==> src/rtl/hilo_muldiv_unit.sv <==
// Iterative multiply/divide unit that owns the HI/LO registers.
// MULT/MULTU/DIV/DIVU take WIDTH+1 busy cycles; Start/MTHI/MTLO are only honoured when idle.
module hilo_muldiv_unit #(
  parameter int WIDTH = 32,
  parameter int CNT_W = 6
) (
  input  logic             Clk,
  input  logic             Rst,
  input  logic             Start,
  input  logic [1:0]       Op,
  input  logic [WIDTH-1:0] OperandA,
  input  logic [WIDTH-1:0] OperandB,
  input  logic             MTHI,
  input  logic             MTLO,
  input  logic [WIDTH-1:0] WriteData,
  input  logic             Flush,
  output logic [WIDTH-1:0] HI,
  output logic [WIDTH-1:0] LO,
  output logic             Busy,
  output logic             Done
);

  typedef enum logic [1:0] {S_IDLE, S_RUN, S_FIX} state_t;

  state_t             state_q, state_d;
  logic [CNT_W-1:0]   cnt_q, cnt_d;
  logic               is_div_q, is_div_d;
  logic               neg_res_q, neg_res_d;
  logic               neg_rem_q, neg_rem_d;
  logic               divz_q, divz_d;
  logic [WIDTH-1:0]   a_raw_q, a_raw_d;
  logic [WIDTH-1:0]   a_q, a_d;
  logic [WIDTH-1:0]   b_q, b_d;
  logic [2*WIDTH-1:0] acc_q, acc_d;
  logic [WIDTH-1:0]   hi_q, hi_d;
  logic [WIDTH-1:0]   lo_q, lo_d;
  logic               done_q, done_d;

  logic               signed_op, a_neg, b_neg;
  logic [WIDTH-1:0]   mul_add;
  logic [WIDTH:0]     mul_sum;
  logic [2*WIDTH-1:0] mul_next;
  logic [WIDTH:0]     div_shift, div_diff;
  logic               qbit;
  logic [2*WIDTH-1:0] div_next;
  logic [2*WIDTH-1:0] prod_fix;

  assign signed_op = ~Op[0];
  assign a_neg     = signed_op & OperandA[WIDTH-1];
  assign b_neg     = signed_op & OperandB[WIDTH-1];

  // Multiply: acc holds {partial product, consumed multiplier bits}, shifted right each step.
  assign mul_add  = b_q[0] ? a_q : {WIDTH{1'b0}};
  assign mul_sum  = {1'b0, acc_q[2*WIDTH-1:WIDTH]} + {1'b0, mul_add};
  assign mul_next = {mul_sum, acc_q[WIDTH-1:1]};

  // Divide: acc holds {remainder, quotient}; dividend bits stream in from the top of a_q.
  assign div_shift = {acc_q[2*WIDTH-1:WIDTH], a_q[WIDTH-1]};
  assign div_diff  = div_shift - {1'b0, b_q};
  assign qbit      = ~div_diff[WIDTH];
  assign div_next  = {(qbit ? div_diff[WIDTH-1:0] : div_shift[WIDTH-1:0]),
                      acc_q[WIDTH-2:0], qbit};

  assign prod_fix = neg_res_q ? -acc_q : acc_q;

  always_comb begin
    state_d   = state_q;
    cnt_d     = cnt_q;
    is_div_d  = is_div_q;
    neg_res_d = neg_res_q;
    neg_rem_d = neg_rem_q;
    divz_d    = divz_q;
    a_raw_d   = a_raw_q;
    a_d       = a_q;
    b_d       = b_q;
    acc_d     = acc_q;
    hi_d      = hi_q;
    lo_d      = lo_q;
    done_d    = 1'b0;
    case (state_q)
      S_IDLE: begin
        if (!Flush) begin
          if (Start) begin
            is_div_d  = Op[1];
            neg_res_d = a_neg ^ b_neg;
            neg_rem_d = a_neg;
            divz_d    = (OperandB == {WIDTH{1'b0}});
            a_raw_d   = OperandA;
            a_d       = a_neg ? -OperandA : OperandA;
            b_d       = b_neg ? -OperandB : OperandB;
            acc_d     = '0;
            cnt_d     = '0;
            state_d   = S_RUN;
          end else begin
            if (MTHI) hi_d = WriteData;
            if (MTLO) lo_d = WriteData;
          end
        end
      end
      S_RUN: begin
        if (Flush) begin
          state_d = S_IDLE;
        end else begin
          if (is_div_q) begin
            acc_d = div_next;
            a_d   = a_q << 1;
          end else begin
            acc_d = mul_next;
            b_d   = b_q >> 1;
          end
          cnt_d = cnt_q + 1'b1;
          if (cnt_q == CNT_W'(WIDTH - 1)) state_d = S_FIX;
        end
      end
      S_FIX: begin
        state_d = S_IDLE;
        if (!Flush) begin
          done_d = 1'b1;
          if (!is_div_q) begin
            {hi_d, lo_d} = prod_fix;
          end else if (divz_q) begin
            hi_d = a_raw_q;
            lo_d = {WIDTH{1'b1}};
          end else begin
            lo_d = neg_res_q ? -acc_q[WIDTH-1:0] : acc_q[WIDTH-1:0];
            hi_d = neg_rem_q ? -acc_q[2*WIDTH-1:WIDTH] : acc_q[2*WIDTH-1:WIDTH];
          end
        end
      end
      default: state_d = S_IDLE;
    endcase
  end

  always_ff @(posedge Clk or posedge Rst) begin
    if (Rst) begin
      state_q   <= S_IDLE;
      cnt_q     <= '0;
      is_div_q  <= 1'b0;
      neg_res_q <= 1'b0;
      neg_rem_q <= 1'b0;
      divz_q    <= 1'b0;
      a_raw_q   <= '0;
      a_q       <= '0;
      b_q       <= '0;
      acc_q     <= '0;
      hi_q      <= '0;
      lo_q      <= '0;
      done_q    <= 1'b0;
    end else begin
      state_q   <= state_d;
      cnt_q     <= cnt_d;
      is_div_q  <= is_div_d;
      neg_res_q <= neg_res_d;
      neg_rem_q <= neg_rem_d;
      divz_q    <= divz_d;
      a_raw_q   <= a_raw_d;
      a_q       <= a_d;
      b_q       <= b_d;
      acc_q     <= acc_d;
      hi_q      <= hi_d;
      lo_q      <= lo_d;
      done_q    <= done_d;
    end
  end

  assign HI   = hi_q;
  assign LO   = lo_q;
  assign Busy = (state_q != S_IDLE);
  assign Done = done_q;

endmodule

==> config.mk <==
export PLATFORM = sky130hd
export DESIGN_NAME = hilo_muldiv_unit
export DESIGN_NICKNAME = d
export VERILOG_FILES = /design/src/rtl/hilo_muldiv_unit.sv
export SDC_FILE = /design/constraint.sdc
export NUM_CORES = 1
export LEC_CHECK = 0
export ABC_AREA = 1
export BUFFER_PORTS_ARGS = -buffer_cell sky130_fd_sc_hd__buf_4
export CORE_MARGIN = 2
export CORE_UTILIZATION = 55
export CTS_CLUSTER_SIZE = 20
export DETAILED_ROUTE_END_ITERATION = 7
export GPL_TIMING_DRIVEN = 0
export MAX_ROUTING_LAYER = met4
export PLACE_DENSITY_LB_ADDON = 0.12
export SLEW_MARGIN = 20
export SYNTH_ARGS = -nofsm -noshare
export SYNTH_HDL_FRONTEND = slang
export SYNTH_SLANG_ARGS = --single-unit
==> constraint.sdc <==
create_clock -name Clk -period 9.6 [get_ports Clk]
set_input_delay 1.92 -clock Clk [delete_from_list [all_inputs] [get_ports Clk]]
set_output_delay 1.92 -clock Clk [all_outputs]
set_load 0.03 [all_outputs]
Word-level counts from Yosys, hierarchy flattened

Cells that the tools add are included.

Equal/unequal tests: 13
Bitwise logic cells: 6
Reduce and logical (&&, ||, !) cells: 12
Add/subtract/negate cells: 8
Muxes and demuxes: 47

Operators with widths:

| kind                                                            | number |
|---|---|
| 32-bit 2-to-1 mux                                               | 26 |
| 64-bit 2-to-1 mux                                               | 5 |
| 32-bit one-hot mux with 2 select lines                          | 4 |
| 32-bit negator                                                  | 4 |
| 64-bit one-hot mux with 2 select lines                          | 1 |
| 64-bit negator                                                  | 1 |
| 32-bit by 32-bit adder with 33-bit output                       | 1 |
| 33-bit by 32-bit subtractor with 33-bit output                  | 1 |
| 32-bit logical NOT                                              | 1 |
| 5-bit AND reduction                                             | 4 |
| 6-bit 2-to-1 mux                                                | 3 |
| 2-bit != test, second input constant                            | 9 |
| 6-bit one-hot mux with 2 select lines                           | 1 |
| 2-bit 2-to-1 mux                                                | 4 |
| 6-bit by 1-bit adder with 6-bit output, second input constant   | 1 |
| 6-bit by 5-bit == test with 1-bit output, second input constant | 1 |
| 3-bit AND reduction                                             | 2 |
| 2-bit nonzero test                                              | 3 |
| 2-bit one-hot mux with 2 select lines                           | 1 |
| 4-bit AND reduction                                             | 1 |
| 3-bit != test, second input constant                            | 1 |
| 1-bit NOT                                                       | 3 |
| 1-bit AND                                                       | 2 |
| 2-bit by 1-bit == test with 1-bit output, second input constant | 1 |
| 4 further kinds                                                 | 5 |

Flip-flop bits (word level): 237
Bits of input ports: 104
Output and inout bits: 66
Logic and storage cells: 99

Depth between registers and ports, before layout

Word-level depth: 6
Depth in mapped cells: 19
Mapped depth without buffers: 19

Worst setup path after synthesis

No wires, ideal clock.

Path type: in2reg
From: input OperandA[1]
To: register a_q[24]
Stages: 10
Setup time: 0.130 ns
Required time: 9.470 ns
Arrival: 3.143 ns
Path slack: 6.327 ns
Cell sequence: inv_1 -> ha_1 -> nand3_1 -> nor3_2 -> nand3_1 -> nand2_1 -> o21ai_0 -> xor2_1 -> o21ai_0 -> o21ai_0

Cells in the longest elaborated chain, start to end: 5

RTL lines:

| element                                | RTL line | source |
|---|---|---|
| start: declaration                     | 11       | `input logic [WIDTH-1:0] OperandA,` |
| 32-bit negator                         | 89       | `a_d = a_neg ? -OperandA : OperandA;` |
| 32-bit 2-to-1 mux                      | 89       |  |
| 32-bit 2-to-1 mux                      | 83       | `if (Start) begin` |
| 32-bit 2-to-1 mux                      | 82       | `if (!Flush) begin` |
| 32-bit one-hot mux with 2 select lines | 80       | `case (state_q)` |
| end signal: assignment                 | 143      | `a_q <= '0;` |
| end signal: assignment                 | 157      | `a_q <= a_d;` |
| end: declaration                       | 32       | `logic [WIDTH-1:0] a_q, a_d;` |

No other way between the ends. The select of a mux whose other input is x is not followed.
A chain may end at the register's enable or synchronous reset.

Worst setup path after layout

From: register state_q[1]
To: output Busy

Cells in the longest elaborated chain, start to end: 1

RTL lines:

| element                  | RTL line | source |
|---|---|---|
| start: declaration       | 25       | `state_t state_q, state_d;` |
| start signal: assignment | 150      | `state_q <= state_d;` |
| 2-bit nonzero test       | 168      | `assign Busy = (state_q != S_IDLE);` |
| end: declaration         | 19       | `output logic Busy,` |

No other way between the ends.

==> flow_summary.json <==
{
  "cp.arrival_ns": 1.85,
  "num_vias": 25000,
  "wl_per_cell_um": 21.1,
  "drt.antenna.violating_nets": 0,
  "finalHoldViolCount": 0,
  "synth_flop_cell": "dfrtp_1",
  "post_drt_via_cell_ratio": 5.97,
  "finalSetupViolations": 0,
  "swShare_pct": 52.2,
  "slew_headroom_pct": 37.4,
  "hpwl_mm": 70.9,
  "fin_nets": 3824,
  "r2r_end": "acc_q[55]",
  "clkPwrFrac_pct": 17.8,
  "synthSimpleGateAreaFrac_pct": 36.6,
  "post_cts_buffers": 0,
  "dieWidth_um": 198,
  "slew_violations": 0,
  "period_needed_ns": 3.77,
  "endpoint_kind": "primary output",
  "tightestPinTransition_ns": 0.939,
  "rows": 71,
  "overflow": 0,
  "p_sw_w": 0.00328,
  "dieHeight_um": 198,
  "worstPathRequired_ns": 7.68,
  "yosysWarnings": 0,
  "synthCells": 3447,
  "cp-startpoint": "state_q[1]",
  "cts-root-buf": "clkbuf_16",
  "synth_seq_area_share_pct": 28.6,
  "clk_path_buf_depth": 3,
  "power.static_leakage_nw": 12.4,
  "async_reset_ff_share_pct": 100,
  "power.density_nw_per_um2": 265,
  "clk_latency_ns": 0.59,
  "hp-class": "reg -> reg",
  "hold_path_depth": 1,
  "synth-seq-cells": 237,
  "ctsHoldBuffers": 0,
  "synth_compound_area_share_pct": 17.2,
  "antenna_found_initial": 1,
  "max_freq_ghz": 0.266,
  "grt_max_degree": 86,
  "path_clk_slew_ns": 0.07,
  "grt_pass1_wl_mm": 131,
  "ff2ff_setup_slack_ns": 6.05,
  "synth_fa_ha_area_share_pct": 4.41,
  "cts_resized": 0,
  "synth_top_family_by_area": "simple AND/OR/NAND/NOR gates",
  "total_power_w": 0.00629,
  "synth_edf_count": 0,
  "clock-sinks": 237,
  "pre_cts_ws_ns": 5.76,
  "grt_pass1_vias": 22700,
  "netlist_area_um2": 20800,
  "die-area_um2": 39300,
  "cts_tree": "done",
  "period_share_pct": 39.2,
  "skew_ns": 0.0156,
  "drive_gt1_share_pct": 8.91,
  "portBuffers": 169,
  "final_common_cell": "nand2_1",
  "rsz0062_at_grt": "false",
  "yosysUniqueCellTypes": 49,
  "drtPass1Iterations": 8,
  "io_pins": 170,
  "drc": 0,
  "cts_buffers": 28,
  "crit_end": "Busy",
  "final_cell_mix": "nand2_1 (1084), inv_1 (421), nor2_1 (398)",
  "combinationalPowerShare_pct": 57.7,
  "grt_usage_pct": 45.5,
  "path_class": "reg -> out",
  "synth_nets": 3623,
  "area_growth_pct": 14.1,
  "ir_drop_mv": 0.176,
  "core_um2": 37400,
  "crit_path_max_fanout": 5,
  "cp-start-kind": "flop",
  "final_core_util_pct": 63.3,
  "maxCapViolCount": 0,
  "power_frac_seq_pct": 24.5,
  "start_util_pct": 55.5,
  "synthMuxAreaShare_pct": 0,
  "setup_ws_ns": 5.83,
  "cts_max_level": 1,
  "ff2ff_path_depth": 14,
  "synthXorXnorAreaFrac_pct": 2.28,
  "drt_iter0_drc": 3557,
  "wl_mm": 88.0,
  "outcome": "finished clean",
  "syn_area_per_cell_um2": 6.02,
  "p_int_w": 0.00300,
  "gp_congestion": 1.12,
  "reg2reg_from": "b_q[0]"
}
## critical path, stage by stage (launching register included)
cell	delay, ns
dfrtp_1	0.46
nor2_1	0.50
inv_2	0.10
buf_4	0.19
## stage by stage
step	area, um^2	setup TNS [ns]	hold WS [ns]	instances
after detailed placement	22700	0	0.463	4129
after CTS	23700	0	0.474	4179
after floorplan	20800	0	0.434	3447
after global placement	22700	-284.65	0.444	4127
after global routing	23700	0	0.493	4180
final	23700	0	0.480	4181
## how the worst min path moves through the flow
stage | from | endpoint
3_5_place_dp | a_raw_q[8] | a_raw_q[8]
3_3_place_gp | cnt_q[5] | cnt_q[5]
2_1_floorplan | cnt_q[5] | cnt_q[5]
5_1_grt | cnt_q[5] | cnt_q[5]
6_report | cnt_q[5] | cnt_q[5]
4_1_cts | cnt_q[5] | cnt_q[5]
## registers in the layout, indices dropped and copies added, names as in the netlist, 2 cells and up
signal,flops
acc_q,64
HI,32
LO,32
a_q,32
a_raw_q,32
b_q,32
cnt_q,6
state_q,2
## cell type report
cell class                 count  area [um^2]
timing repair buffer         171         1320
sequential                   237         5930
tap                          511          639
inverter                     440         1660
fill                        3549        13700
buffer                       136          618
antenna                        2         5.00
multi-input combinational   2634        12600
clock buffer                  37          764
clock inverter                13          179
## synth_stat cells (5+ instances only)
cell / count / area (um^2)
a21o_1: 5 / 37.5
o22ai_1: 33 / 206
o21ai_1: 30 / 150
a21oi_1: 272 / 1360
inv_1: 422 / 1580
o221ai_1: 17 / 149
or2_2: 10 / 62.6
xor2_1: 37 / 324
nor3_1: 22 / 110
buf_6: 7 / 78.8
nand3_1: 245 / 1230
nor2_1: 398 / 1490
o21bai_1: 7 / 52.6
dfrtp_1: 237 / 5930
and2_1: 6 / 37.5
buf_1: 12 / 45.0
nand4_1: 34 / 213
o31ai_1: 9 / 67.6
xnor2_1: 17 / 149
ha_1: 70 / 876
nor2_2: 10 / 62.6
o211ai_1: 15 / 113
o21a_1: 10 / 75.1
nand2_1: 1084 / 4070
o21ai_0: 242 / 1210
nand3b_1: 12 / 90.1
inv_2: 16 / 60.1
clkbuf_1: 77 / 289
nand2_2: 9 / 56.3
a31oi_1: 7 / 43.8
buf_2: 34 / 170
## power by group through the flow
stage | registers, W | clock network (W) | logic, W
floorplan | 0.00154 | 0 | 0.00230
global placement | 0.00153 | 0 | 0.00341
detailed placement | 0.00153 | 0 | 0.00347
CTS | 0.00152 | 0.00111 | 0.00349
global route | 0.00155 | 0.00115 | 0.00396
finish | 0.00154 | 0.00112 | 0.00363
## logic make-up (layout without fill, tap and decap cells)
kind of cell / after synthesis / in the layout
AOI/OAI and AO/OA: 659 / 659
xor gates and xnor gates: 54 / 54
adders and majority gates: 72 / 72
buffers and inverters: 576 / 797
DFF: 237 / 237
other: 0 / 2
and+or+nand+nor: 1849 / 1849
## metal layers
layer	wire length, um	share of wire (%)	GRT usage, %	up-vias
li1	-	-	-	11500
met3	11200	13	12.1	277
met5	0	0	-	-
met4	4250	4.8	18.9	0
met1	35900	41	61.0	11600
met2	36600	42	64.7	1568
(Power assumes the default switching activity.)
